===== src/rtl/dmem_ctrl_if.sv =====
// Split request/response data-SRAM bus between the memory-stage controller and the SRAM port.
interface dmem_ctrl_if;
    logic        data_req;
    logic        data_wr;
    logic [1:0]  data_size;
    logic [31:0] data_addr;
    logic [3:0]  data_wstrb;
    logic [31:0] data_wdata;
    logic        data_addr_ok;
    logic [31:0] data_rdata;
    logic        data_data_ok;

    modport master (
        output data_req, data_wr, data_size, data_addr, data_wstrb, data_wdata,
        input  data_addr_ok, data_rdata, data_data_ok
    );

    modport slave (
        input  data_req, data_wr, data_size, data_addr, data_wstrb, data_wdata,
        output data_addr_ok, data_rdata, data_data_ok
    );
endinterface


===== src/rtl/dmem_ctrl.sv =====
// Memory-stage data-SRAM access sequencer: one load/store at a time over an addr_ok/data_ok bus,
// stalling the pipeline until the response arrives or the wait times out.
module dmem_ctrl #(
    parameter int unsigned TIMEOUT = 255
) (
    input  logic        clk,
    input  logic        rst,
    input  logic        ex_req,
    input  logic        ex_wr,
    input  logic [1:0]  ex_size,
    input  logic        ex_signed,
    input  logic [31:0] ex_addr,
    input  logic [31:0] ex_wdata,
    input  logic        pipe_adv,
    dmem_ctrl_if.master bus,
    output logic        stall_req,
    output logic        op_done,
    output logic [31:0] ld_data,
    output logic        err_align,
    output logic        err_timeout
);
    localparam int unsigned CntW = (TIMEOUT > 1) ? $clog2(TIMEOUT) : 1;
    localparam logic [CntW-1:0] CntLast = CntW'(TIMEOUT - 1);

    typedef enum logic [1:0] {StIdle, StReq, StWait, StDone} state_e;

    state_e      state_q, state_d;
    logic        wr_q, signed_q;
    logic [1:0]  size_q;
    logic [31:0] addr_q, wdata_q, ld_data_q, ld_data_d;
    logic [3:0]  wstrb_q;
    logic [CntW-1:0] cnt_q, cnt_d;

    logic        ex_aligned, accept;
    logic [3:0]  ex_wstrb;
    logic [31:0] ex_wdata_rep, rd_shift, ld_ext;

    always_comb begin
        ex_wstrb     = 4'b1111;
        ex_wdata_rep = ex_wdata;
        ex_aligned   = 1'b1;
        case (ex_size)
            2'd0: begin
                ex_wstrb     = 4'b0001 << ex_addr[1:0];
                ex_wdata_rep = {4{ex_wdata[7:0]}};
            end
            2'd1: begin
                ex_wstrb     = 4'b0011 << ex_addr[1:0];
                ex_wdata_rep = {2{ex_wdata[15:0]}};
                ex_aligned   = ~ex_addr[0];
            end
            default: ex_aligned = (ex_addr[1:0] == 2'b00);
        endcase
        if (!ex_wr) ex_wstrb = 4'b0000;
    end

    // Gated by rst so every output reads 0 while reset is held, even with ex_req high.
    assign accept = ~rst & (state_q == StIdle) & ex_req & ex_aligned;

    assign rd_shift = bus.data_rdata >> {addr_q[1:0], 3'b000};

    always_comb begin
        case (size_q)
            2'd0:    ld_ext = {{24{signed_q & rd_shift[7]}}, rd_shift[7:0]};
            2'd1:    ld_ext = {{16{signed_q & rd_shift[15]}}, rd_shift[15:0]};
            default: ld_ext = rd_shift;
        endcase
    end

    always_comb begin
        state_d     = state_q;
        cnt_d       = cnt_q;
        ld_data_d   = ld_data_q;
        err_timeout = 1'b0;
        case (state_q)
            StIdle: if (accept) state_d = StReq;
            StReq: begin
                if (bus.data_addr_ok) begin
                    state_d = StWait;
                    cnt_d   = '0;
                end
            end
            StWait: begin
                cnt_d = cnt_q + 1'b1;
                if (bus.data_data_ok) begin
                    state_d = StDone;
                    if (!wr_q) ld_data_d = ld_ext;
                end else if (TIMEOUT != 0 && cnt_q == CntLast) begin
                    err_timeout = 1'b1;
                    ld_data_d   = '0;
                    state_d     = StDone;
                end
            end
            StDone: if (pipe_adv) state_d = StIdle;
            default: state_d = StIdle;
        endcase
    end

    always_ff @(posedge clk or posedge rst) begin
        if (rst) begin
            state_q   <= StIdle;
            cnt_q     <= '0;
            ld_data_q <= '0;
        end else begin
            state_q   <= state_d;
            cnt_q     <= cnt_d;
            ld_data_q <= ld_data_d;
        end
    end

    always_ff @(posedge clk or posedge rst) begin
        if (rst) begin
            wr_q     <= 1'b0;
            signed_q <= 1'b0;
            size_q   <= 2'd0;
            addr_q   <= '0;
            wstrb_q  <= '0;
            wdata_q  <= '0;
        end else if (accept) begin
            wr_q     <= ex_wr;
            signed_q <= ex_signed;
            size_q   <= (ex_size == 2'd3) ? 2'd2 : ex_size;
            addr_q   <= ex_addr;
            wstrb_q  <= ex_wstrb;
            wdata_q  <= ex_wdata_rep;
        end
    end

    assign bus.data_req   = (state_q == StReq);
    assign bus.data_wr    = wr_q;
    assign bus.data_size  = size_q;
    assign bus.data_addr  = addr_q;
    assign bus.data_wstrb = wstrb_q;
    assign bus.data_wdata = wdata_q;

    assign stall_req = accept | (state_q == StReq) | (state_q == StWait);
    assign op_done   = (state_q == StDone);
    assign ld_data   = ld_data_q;
    assign err_align = ~rst & (state_q == StIdle) & ex_req & ~ex_aligned;
endmodule

===== src/flat_wrapper.sv =====
// flat-port wrapper written by rule: the top's interface ports become plain ports
module dmem_ctrl_flat 
#(
    parameter int unsigned TIMEOUT = 255
)
  (clk, rst, ex_req, ex_wr, ex_size, ex_signed, ex_addr, ex_wdata, pipe_adv, stall_req, op_done, ld_data, err_align, err_timeout, bus_data_req, bus_data_wr, bus_data_size, bus_data_addr, bus_data_wstrb, bus_data_wdata, bus_data_addr_ok, bus_data_rdata, bus_data_data_ok);
  dmem_ctrl_if bus_i ();
  input  logic clk;
  input  logic rst;
  input  logic ex_req;
  input  logic ex_wr;
  input  logic [1:0] ex_size;
  input  logic ex_signed;
  input  logic [31:0] ex_addr;
  input  logic [31:0] ex_wdata;
  input  logic pipe_adv;
  output logic stall_req;
  output logic op_done;
  output logic [31:0] ld_data;
  output logic err_align;
  output logic err_timeout;
  output wire logic [$bits(bus_i.data_req)-1:0] bus_data_req;
  output wire logic [$bits(bus_i.data_wr)-1:0] bus_data_wr;
  output wire logic [$bits(bus_i.data_size)-1:0] bus_data_size;
  output wire logic [$bits(bus_i.data_addr)-1:0] bus_data_addr;
  output wire logic [$bits(bus_i.data_wstrb)-1:0] bus_data_wstrb;
  output wire logic [$bits(bus_i.data_wdata)-1:0] bus_data_wdata;
  input wire logic [$bits(bus_i.data_addr_ok)-1:0] bus_data_addr_ok;
  input wire logic [$bits(bus_i.data_rdata)-1:0] bus_data_rdata;
  input wire logic [$bits(bus_i.data_data_ok)-1:0] bus_data_data_ok;
  assign bus_data_req = bus_i.data_req;
  assign bus_data_wr = bus_i.data_wr;
  assign bus_data_size = bus_i.data_size;
  assign bus_data_addr = bus_i.data_addr;
  assign bus_data_wstrb = bus_i.data_wstrb;
  assign bus_data_wdata = bus_i.data_wdata;
  assign bus_i.data_addr_ok = bus_data_addr_ok;
  assign bus_i.data_rdata = bus_data_rdata;
  assign bus_i.data_data_ok = bus_data_data_ok;
  dmem_ctrl #(.TIMEOUT(TIMEOUT)) u_core (.clk(clk), .rst(rst), .ex_req(ex_req), .ex_wr(ex_wr), .ex_size(ex_size), .ex_signed(ex_signed), .ex_addr(ex_addr), .ex_wdata(ex_wdata), .pipe_adv(pipe_adv), .bus(bus_i), .stall_req(stall_req), .op_done(op_done), .ld_data(ld_data), .err_align(err_align), .err_timeout(err_timeout));
endmodule

===== config.mk =====
export PLATFORM = sky130hd
export DESIGN_NAME = dmem_ctrl_flat
export DESIGN_NICKNAME = d
export VERILOG_FILES = /design/src/rtl/dmem_ctrl_if.sv /design/src/rtl/dmem_ctrl.sv /design/src/flat_wrapper.sv
export SDC_FILE = /design/constraint.sdc
export NUM_CORES = 1
export LEC_CHECK = 0
export ABC_CLOCK_PERIOD_IN_PS = 3500
export BUFFER_PORTS_ARGS = -buffer_cell sky130_fd_sc_hd__buf_2
export CAP_MARGIN = 20
export CORE_ASPECT_RATIO = 1.5
export CORE_UTILIZATION = 46
export CTS_BUF_LIST = sky130_fd_sc_hd__clkbuf_4 sky130_fd_sc_hd__clkbuf_8
export DETAILED_ROUTE_END_ITERATION = 16
export GPL_TIMING_DRIVEN = 0
export PLACE_DENSITY_LB_ADDON = 0.2
export SYNTH_ARGS = -nofsm -noshare
export SYNTH_HDL_FRONTEND = slang
export SYNTH_SLANG_ARGS = --single-unit

===== constraint.sdc =====
create_clock -name clk -period 3.5 [get_ports clk]
set_clock_uncertainty 0.1 [all_clocks]
set_input_delay 0.175 -clock clk [delete_from_list [all_inputs] [get_ports clk]]
set_output_delay 0.175 -clock clk [all_outputs]
set_load 0.005 [all_outputs]

======== Word-level counts from Yosys, hierarchy flattened ========
Cells that the tools add are included.
storage, ports and cells
  word-level logic and storage cells ...... 65
  bits of input ports ..................... 106
  register bits after elaboration ......... 114
  output and inout bits ................... 108
operators by class
  equal/unequal tests ..................... 12
  bitwise gates (word level) .............. 11
  add/sub/neg operators ................... 1
  shift-type cells ........................ 3
  mux-type cells .......................... 20
  reduce and logical (&&, ||, !) cells .... 9
operators with widths
  kind                                                                number
  32-bit case mux with 2 select lines                                 2
  32-bit 2-to-1 mux                                                   3
  32-bit by 5-bit >> shifter with 32-bit output                       1
  8-bit case mux with 2 select lines                                  1
  2-bit 2-to-1 mux                                                    6
  8-bit by 1-bit adder with 8-bit output (second input constant)      1
  8-bit == test (second input constant)                               1
  2-bit logical NOT                                                   4
  8-bit 2-to-1 mux                                                    1
  2-bit case mux with 4 select lines                                  1
  4-bit case mux with 2 select lines                                  1
  1-bit AND                                                           6
  2-bit by 1-bit == test with 1-bit output (second input constant)    3
  2-bit == test (second input constant)                               3
  4-bit 2-to-1 mux                                                    1
  2-bit by 1-bit != test with 1-bit output (second input constant)    2
  2-bit != test (second input constant)                               2
  4-bit AND reduction                                                 1
  2-bit nonzero test                                                  2
  1-bit by 2-bit << shifter with 4-bit output (first input constant)  1
  2-bit by 2-bit << shifter with 4-bit output (first input constant)  1
  1-bit 2-to-1 mux                                                    3
  3-bit by 2-bit != test with 1-bit output (second input constant)    1
  1-bit NOT                                                           3
  other kinds (4)                                                     5

======== Longest topological paths before layout ========
Gate-level depths: netlist (run 1).
  depth in word-level cells ............... 6
  depth in mapped cells ................... 8

======== Least setup slack after synthesis (run 1) ========
Ideal clock, no wire load.
  path kind ............................... reg2reg
  from .................................... reg u_core.state_q[0]
  to ...................................... reg u_core.ld_data_q[20] (netlist: u_core.ld_data[20])
  required time ........................... 3274 ps
  period minus slack after synthesis ...... 1957 ps
  path slack .............................. 1543 ps
  arrival ................................. 1731 ps
  setup time .............................. 126 ps
  cell stages (with the launch flop) ...... 9
  path buffers ............................ 2
  path through ............................ dfrtp_1 > inv_1 > ha_1 > buf_2 > inv_1 > nor4_4 > nor2_1 > buf_2 > a221o_1
between the ends
  cells in the longest elaborated chain, start to end .. 2
RTL lines
  element                        RTL line          text
  start, declared                dmem_ctrl.sv:27   state_e state_q, state_d;
  start signal, assigned         dmem_ctrl.sv:101  state_q <= StIdle;
  start signal, assigned         dmem_ctrl.sv:105  state_q <= state_d;
  2-bit == test                  dmem_ctrl.sv:75   case (state_q)
  3-bit AND reduction (no line)  --
  end signal, assigned           dmem_ctrl.sv:107  ld_data_q <= ld_data_d;
  end, declared                  dmem_ctrl.sv:30   logic [31:0] addr_q, wdata_q, ld_data_q, ld_data_d;
No other way between the ends.
A chain may end at the register's enable or synchronous reset.

======== Worst setup path after layout (run 1) ========
  from .................................... reg u_core.state_q[0]
  to ...................................... out stall_req
between the ends
  cells in the longest elaborated chain, start to end .. 6
RTL lines
  element                  RTL line            text
  2-bit logical NOT        dmem_ctrl.sv:58     assign accept = ~rst & (state_q == StIdle) & ex_req & ex_aligned;
  1-bit AND (3 in series)  dmem_ctrl.sv:58
  1-bit bitwise OR         dmem_ctrl.sv:136    assign stall_req = accept | (state_q == StReq) | (state_q == StWait);
  1-bit bitwise OR (*)     dmem_ctrl.sv:136
  end, declared            flat_wrapper.sv:17  output logic stall_req;
Mark *: on every way between the ends. The rest lies on a longest branch, timed or not.

==> impl_metrics.tcl, run 1 <==
set metrics [dict create \
    cts_buffers 17 \
    crit_path_max_incr_delay_ps 410 \
    p_comb_share_pct 40.0 \
    place_congestion 0.875 \
    dp_cells 834 \
    ys_ff_latch 114 \
    worst_ep_required_time_ps 3220 \
    wl_per_cell_um 17.3 \
    clkSinkCount 114 \
    worst-setup-path-type "reg2out" \
    wirelength_met1_um 6030 \
    routed-wl-met3_um 1010 \
    whs_path_depth 3 \
    number_of_non_filler_instances_in_the_completed_layout 941 \
    synth-edff-count 0 \
    final_net_count 890 \
    critPathCaptureType "output port" \
    rows 48 \
    number_of_antenna_violations_at_the_first_check_in_global_routing 0 \
    detailroute.via_count 4911 \
    maxSlewViolCount 0 \
    critPathMaxFanout 10 \
    worstSkewPairLatency_ps 420 \
    post-route-util_pct 68.6 \
    synth.area.top_cells "sky130_fd_sc_hd__dfrtp_1, sky130_fd_sc_hd__mux2_2, sky130_fd_sc_hd__mux2i_1" \
    initial_core_utilization_pct 47.5 \
    cts-root-to-sink-buffers 2 \
    power.switching_fraction_pct 35.3 \
    pwr-share-clk_pct 21.5 \
    clkSlewWorstSetupHoldPaths_ps 70 \
    drt_via_density 5.22 \
    drive_gt1_share_pct 41.7 \
    crit_path_launch "u_core.state_q[0]$_DFFE_PP0P_" \
    tritoncts "yes" \
    total_power_mw 5.80 \
    design.portCount 214 \
    ys.warnings.count 0 \
    synthArstFlopShare_pct 100 \
    area_enclosed_by_the_die_boundary_um2 12400 \
    syn-num-nets 583 \
    synth_top_area_cell "sky130_fd_sc_hd__dfrtp_1" \
    timing.critical_path.arrival_ps 2340 \
    die_height_um 136 \
    grt_first_pass_wirelength_um 26000 \
    antenna_violating_nets_post_route 0 \
    vdd_ir_drop_max_uv 457 \
    worst_hold_check_path_type "in2reg" \
    pin_count_of_the_biggest_net_entering_global_routing 74 \
    cts-root-buf "sky130_fd_sc_hd__clkbuf_8" \
    dp_hpwl_um 11200 \
    detailroute.wirelength.met2_um 8700 \
    status "finished clean" \
    worstReg2RegEnd "u_core.ld_data[27]$_DFFE_PP0P_" \
    power.internal_mw 3.76 \
    max_freq_ghz 0.383 \
    holdPathEnd "u_core.ld_data[16]$_DFFE_PP0P_" \
    startpoint_type "register" \
    most_frequent_cell_after_synthesis "sky130_fd_sc_hd__dfrtp_1" \
    critical-path-slowest-cell "sky130_fd_sc_hd__dfrtp_1" \
    die_boundary_width_um 91.1 \
    worst-r2r-setup-slack_ps 1140 \
    drt-total-wl_um 16300 \
    globalRoute.totalOverflow 0 \
    yosys.cell_types.count 41 \
    rsz0062_at_grt "false" \
    worst_pin_slew_ps 658 \
    r2r-start "u_core.state_q[0]$_DFFE_PP0P_" \
    hp-start "bus_data_rdata[16]" \
    drt_drc_violations_left 0 \
    synth-main-ff-cell "sky130_fd_sc_hd__dfrtp_1" \
    area.growth.synth_to_final_pct 44.4 \
    final_hold_viol_count 0 \
    finalCritPeriodShare_pct 74.6 \
    htree_levels 4 \
    synthDominantCellAreaShare_pct 52.0 \
    timing.final.crit_period_ps 2610 \
    placeableCoreArea_um2 11500 \
    synth_area_um2 5480 \
    timing.slew.headroom_pct 56.1 \
    groute.usage.overall_pct 27.3 \
    pwr-share-seq_pct 38.5 \
    grt_pass1_vias 5325 \
    ys_top_cells_by_count "sky130_fd_sc_hd__dfrtp_1, sky130_fd_sc_hd__o21ai_0, sky130_fd_sc_hd__mux2_2" \
    port_buffers 212 \
    dr.max_layer_used "met4" \
    timing.reg2reg.worst_path_depth 8 \
    postCtsResizedCells 0 \
    maxCapViolCount 0 \
    synth.yosys.seq_area_share_pct 52.0 \
    crit_chain "inv_1 > ha_1 > nand3b_1 > o21bai_2 > buf_4 > clkbuf_1 > nand2_1 > buf_2" \
    post_synth.cell_area_avg_um2 11.6 \
    diodes 0 \
    syn-instance-count 471 \
    drt_first_iter_violations 221 \
    power_dens_cells_nw_per_um2 733 \
    dr.pass1.iters 5 \
    total_switching_power_mw 2.05 \
    power.leakage_nw 3.93 \
    setup_viol 0 \
]
flip-flops by register name (all words and copies together), names as in the netlist:
| register | count |
|---|---|
| u_core.bus.data_addr | 32 |
| u_core.bus.data_wr | 1 |
| u_core.bus.data_size | 2 |
| u_core.ld_data | 32 |
| u_core.signed_q | 1 |
| u_core.state_q | 2 |
| u_core.bus.data_wdata | 32 |
| u_core.bus.data_wstrb | 4 |
| u_core.cnt_q | 8 |
timing repair:
action / 4_1_cts / 5_1_grt
buffers inserted: 0 / 0
hold buffers: 75 / 0
endpoints found under the hold margin: 118 / 0
layer usage:
metal  global-route usage (%)  vias up
li1                         -     2315
met1                     28.3     2344
met2                     50.5      212
met3                     7.24       40
met4                     13.7        0
met5                        0        -
cells by family after synthesis:
| group | after synthesis | synth area share (%) |
|---|---|---|
| AOI/OAI and AO/OA | 110 | 13.8 |
| xor gates and xnor gates | 5 | 0.799 |
| adders and majority gates | 6 | 1.37 |
| buffers and inverters | 43 | 4.22 |
| DFF | 114 | 52.0 |
| muxes | 92 | 18.3 |
| and+or+nand+nor | 101 | 9.52 |
critical path, delay by kind of cell (launching register included):
family | cells | cell delay [ps]
AO/OA/AOI/OAI | 1 | 190
adder cells (fa/ha/maj) | 1 | 240
AND/OR/NAND/NOR | 2 | 190
buffers and inverters | 4 | 880
flip-flops | 1 | 410
worst max-delay path by stage:
stage | slack, ps | cells after the start | endpoint
floorplan | 210 | 1 | u_core.bus.data_addr[0]$_DFFE_PP0P_
global placement | -1030 | 2 | u_core.bus.data_addr[15]$_DFFE_PP0P_
detailed placement | 1170 | 8 | u_core.ld_data[27]$_DFFE_PP0P_
CTS | 850 | 8 | stall_req
global route | 690 | 8 | stall_req
finish | 890 | 8 | stall_req
metrics by stage:
step	setup TNS (ps)	hold WS, ps	setup slack (ps)	area [um2]
final	0	46.0	889	7910
after floorplan	0	220	209	5480
after detailed placement	0	183	1170	6760
after global routing	0	42.9	693	7910
after CTS	0	11.7	853	7910
after global placement	-116720	308	-1030	6730
cell type report:
type | instances | area [um2]
plain buffers | 33 | 194
clock buffers | 18 | 248
clock inverters | 14 | 155
fillers | 889 | 3620
inverters | 10 | 40.0
multi-input cells | 314 | 2400
flip-flops and latches | 114 | 2850
well taps | 150 | 188
repair buffers | 288 | 1840
power by group through the flow:
stage / Sequential, mW / Combinational [mW] / Clock, mW
after floorplan: 2.26 / 1.24 / 0
after global placement: 2.22 / 2.19 / 0
after detailed placement: 2.24 / 2.24 / 0
after CTS: 2.22 / 2.31 / 1.28
after global routing: 2.31 / 2.55 / 1.33
final: 2.24 / 2.32 / 1.25
cell usage in the layout, fill, tap and decap left out, drive strengths merged, types with 2 or more instances in the layout:
cell type	count
a22o	9
ha	6
mux2	51
nand3b	12
nor4	4
mux2i	40
o21ai	55
inv	13
buf	233
bufinv	2
nand3	2
a31oi	2
nor3	3
or2	2
clkinv	4
nand2b	2
dfrtp	114
dlygate4sd3	75
and3	2
clkbuf	31
nand2	46
a221o	17
a21oi	16
xnor2	5
o2bb2ai	7
clkinvlp	5
nor2	22
(Power assumes the default switching activity.)
==> run 2: changes to the inputs <==
--- a/config.mk
+++ b/config.mk
@@ -5,11 +5,11 @@
 export SDC_FILE = /design/constraint.sdc
 export NUM_CORES = 1
 export LEC_CHECK = 0
-export ABC_CLOCK_PERIOD_IN_PS = 3500
+export ABC_CLOCK_PERIOD_IN_PS = 2700
 export BUFFER_PORTS_ARGS = -buffer_cell sky130_fd_sc_hd__buf_2
 export CAP_MARGIN = 20
 export CORE_ASPECT_RATIO = 1.5
-export CORE_UTILIZATION = 46
+export CORE_UTILIZATION = 51
 export CTS_BUF_LIST = sky130_fd_sc_hd__clkbuf_4 sky130_fd_sc_hd__clkbuf_8
 export DETAILED_ROUTE_END_ITERATION = 16
 export GPL_TIMING_DRIVEN = 0
==> constraint.sdc (replaced) <==
create_clock -name clk -period 2.7 [get_ports clk]
set_clock_uncertainty 0.1 [all_clocks]
set_input_delay 0.135 -clock clk [delete_from_list [all_inputs] [get_ports clk]]
set_output_delay 0.135 -clock clk [all_outputs]
set_load 0.005 [all_outputs]
==> impl_metrics.tcl, run 2 (synthesis results as in run 1) <==
set metrics [dict create \
    initial_core_utilization_pct 52.0 \
    worst_pin_slew_ps 959 \
    crit_chain "inv_1 > ha_1 > buf_2 > nand3b_2 > nor3b_2 > and2b_1 > buf_4 > a221o_1" \
    wirelength_met1_um 6170 \
    dp_cells 829 \
    dr.pass1.iters 5 \
    timing.slew.headroom_pct 35.9 \
    critical_path.n_buffers_inverters 3 \
    worst-setup-path-type "reg2reg" \
    worstSkewPairLatency_ps 430 \
    pin_count_of_the_biggest_net_entering_global_routing 43 \
    critical-path-slowest-cell "sky130_fd_sc_hd__nor3b_2" \
    vdd_ir_drop_max_uv 717 \
    power_dens_cells_nw_per_um2 963 \
    commonest_cells_after_routing_fill_and_taps_aside "sky130_fd_sc_hd__buf_2, sky130_fd_sc_hd__dfrtp_1, sky130_fd_sc_hd__dlygate4sd3_1" \
    dp_worst_setup_slack_ps 309 \
    dp_hpwl_um 11700 \
    detailroute.wirelength.met2_um 9590 \
    die_boundary_width_um 86.7 \
    number_of_non_filler_instances_in_the_completed_layout 944 \
    critPathMaxFanout 9 \
    final.setup.tns_ps 0 \
    worst_hold_check_path_type "in2reg" \
    htree_levels 4 \
    status "finished clean" \
    finalCritPeriodShare_pct 90.2 \
    layout_setup_ws_ps 265 \
    placeableCoreArea_um2 10500 \
    drive_gt1_share_pct 41.4 \
    port_buffers 212 \
    grt_pass1_vias 5597 \
    clkSinkCount 114 \
    area.growth.synth_to_final_pct 46.4 \
    die_height_um 129 \
    final_hold_viol_count 0 \
    mostFrequentLayoutCell "sky130_fd_sc_hd__buf_2" \
    wl_per_cell_um 18.6 \
    fin_area_um2 8020 \
    cts-root-buf "sky130_fd_sc_hd__clkbuf_8" \
    diodes 0 \
    maxCapViolCount 0 \
    area_enclosed_by_the_die_boundary_um2 11200 \
    final_net_count 899 \
    timing.final.crit_period_ps 2430 \
    globalRoute.totalOverflow 0 \
    tritoncts "yes" \
    detailed_place.area_um2 6770 \
    routed-wl-met3_um 1220 \
    startpoint_type "register" \
    maxSlewViolCount 0 \
    cts-root-to-sink-buffers 2 \
    power.leakage_nw 3.99 \
    postCtsResizedCells 0 \
    design.portCount 214 \
    number_of_antenna_violations_at_the_first_check_in_global_routing 0 \
    clkSlewWorstSetupHoldPaths_ps 80 \
    worst_ep_required_time_ps 2980 \
    groute.usage.overall_pct 32.7 \
    drt-total-wl_um 17600 \
    antenna_violating_nets_post_route 0 \
    critPathCaptureType "register" \
    timing.critical_path.max_delay_family "simple AND/OR/NAND/NOR gates" \
    place_congestion 0.889 \
    crit_path_max_incr_delay_ps 680 \
    setup_viol 0 \
    grt_first_pass_wirelength_um 27400 \
    cts_buffers 17 \
    drt_first_iter_violations 225 \
    drt_via_density 5.43 \
    dr.max_layer_used "met4" \
    rsz0062_at_grt "false" \
    rows 46 \
    detailroute.via_count 5123 \
    drt_drc_violations_left 0 \
    max_freq_ghz 0.411 \
    timing.critical_path.arrival_ps 2710 \
]
## run 2: cell count changes in the layout (fill, tap and decap cells not counted), sizes merged
cell / delta
buf: +1
bufinv: +1
clkbuf: +1
clkinv: -1
dlygate4sd3: +9
inv: -2
## run 2: cell type report
type,count,area [um2]
Sequential cell,114,2850
Fill cell,691,2510
Multi-Input combinational cell,314,2400
Timing Repair Buffer,298,1940
Clock buffer,20,263
Buffer,32,190
Tap cell,144,180
Clock inverter,12,156
Inverter,10,41.3
## run 2: worst register-to-register path: cells and delay by family, from the launching register on
family	cells	cell delay, ps
adder cells (fa/ha/maj)	1	140
buffers and inverters	3	450
flip-flops	1	430
AO/OA/AOI/OAI	1	150
AND/OR/NAND/NOR	3	1120
## run 2: final timing paths
kind / cells after the start / endpoint / slack [ps] / from
max: 8 / u_core.ld_data[26]$_DFFE_PP0P_ / 270 / u_core.state_q[0]$_DFFE_PP0P_
min: 3 / u_core.ld_data[18]$_DFFE_PP0P_ / 30 / bus_data_rdata[18]
max reg2reg: 8 / u_core.ld_data[26]$_DFFE_PP0P_ / 270 / u_core.state_q[0]$_DFFE_PP0P_
min reg2reg: 2 / u_core.bus.data_wdata[12]$_DFFE_PP0P_ / 380 / u_core.bus.data_wdata[12]$_DFFE_PP0P_
max in group asynchronous: 5 / u_core.bus.data_addr[7]$_DFFE_PP0P_ / 1170 / rst
min in group asynchronous: 3 / u_core.bus.data_wdata[8]$_DFFE_PP0P_ / 390 / rst
## run 2: where the power goes
group	total (mW)	leakage (nW)	internal [mW]	switching [mW]
combinational	3.10	2.35	1.58	1.52
clock	1.70	0.203	0.960	0.737
sequential	2.93	1.44	2.46	0.468
## run 2: stage by stage
step                power [mW]  util [%]  hold slack [ps]
CTS                       7.64      76.2             4.72
detailed placement        5.85      64.2              271
floorplan                 4.54         -              180
finish                    7.72      76.2             31.6
global placement          5.70      63.9              267
global route              8.19      76.2             20.3
## run 2: layer usage
metal,up-vias,GRT usage (%)
met5,-,0
met4,0,16.6
met1,2492,33.6
li1,2338,-
met3,47,8.40
met2,246,60.3
## run 2: what timing repair did
item	CTS	global route
hold endpoints to repair	124	0
buffers inserted	0	0
hold buffers	84	0
setup endpoints to repair	0	1
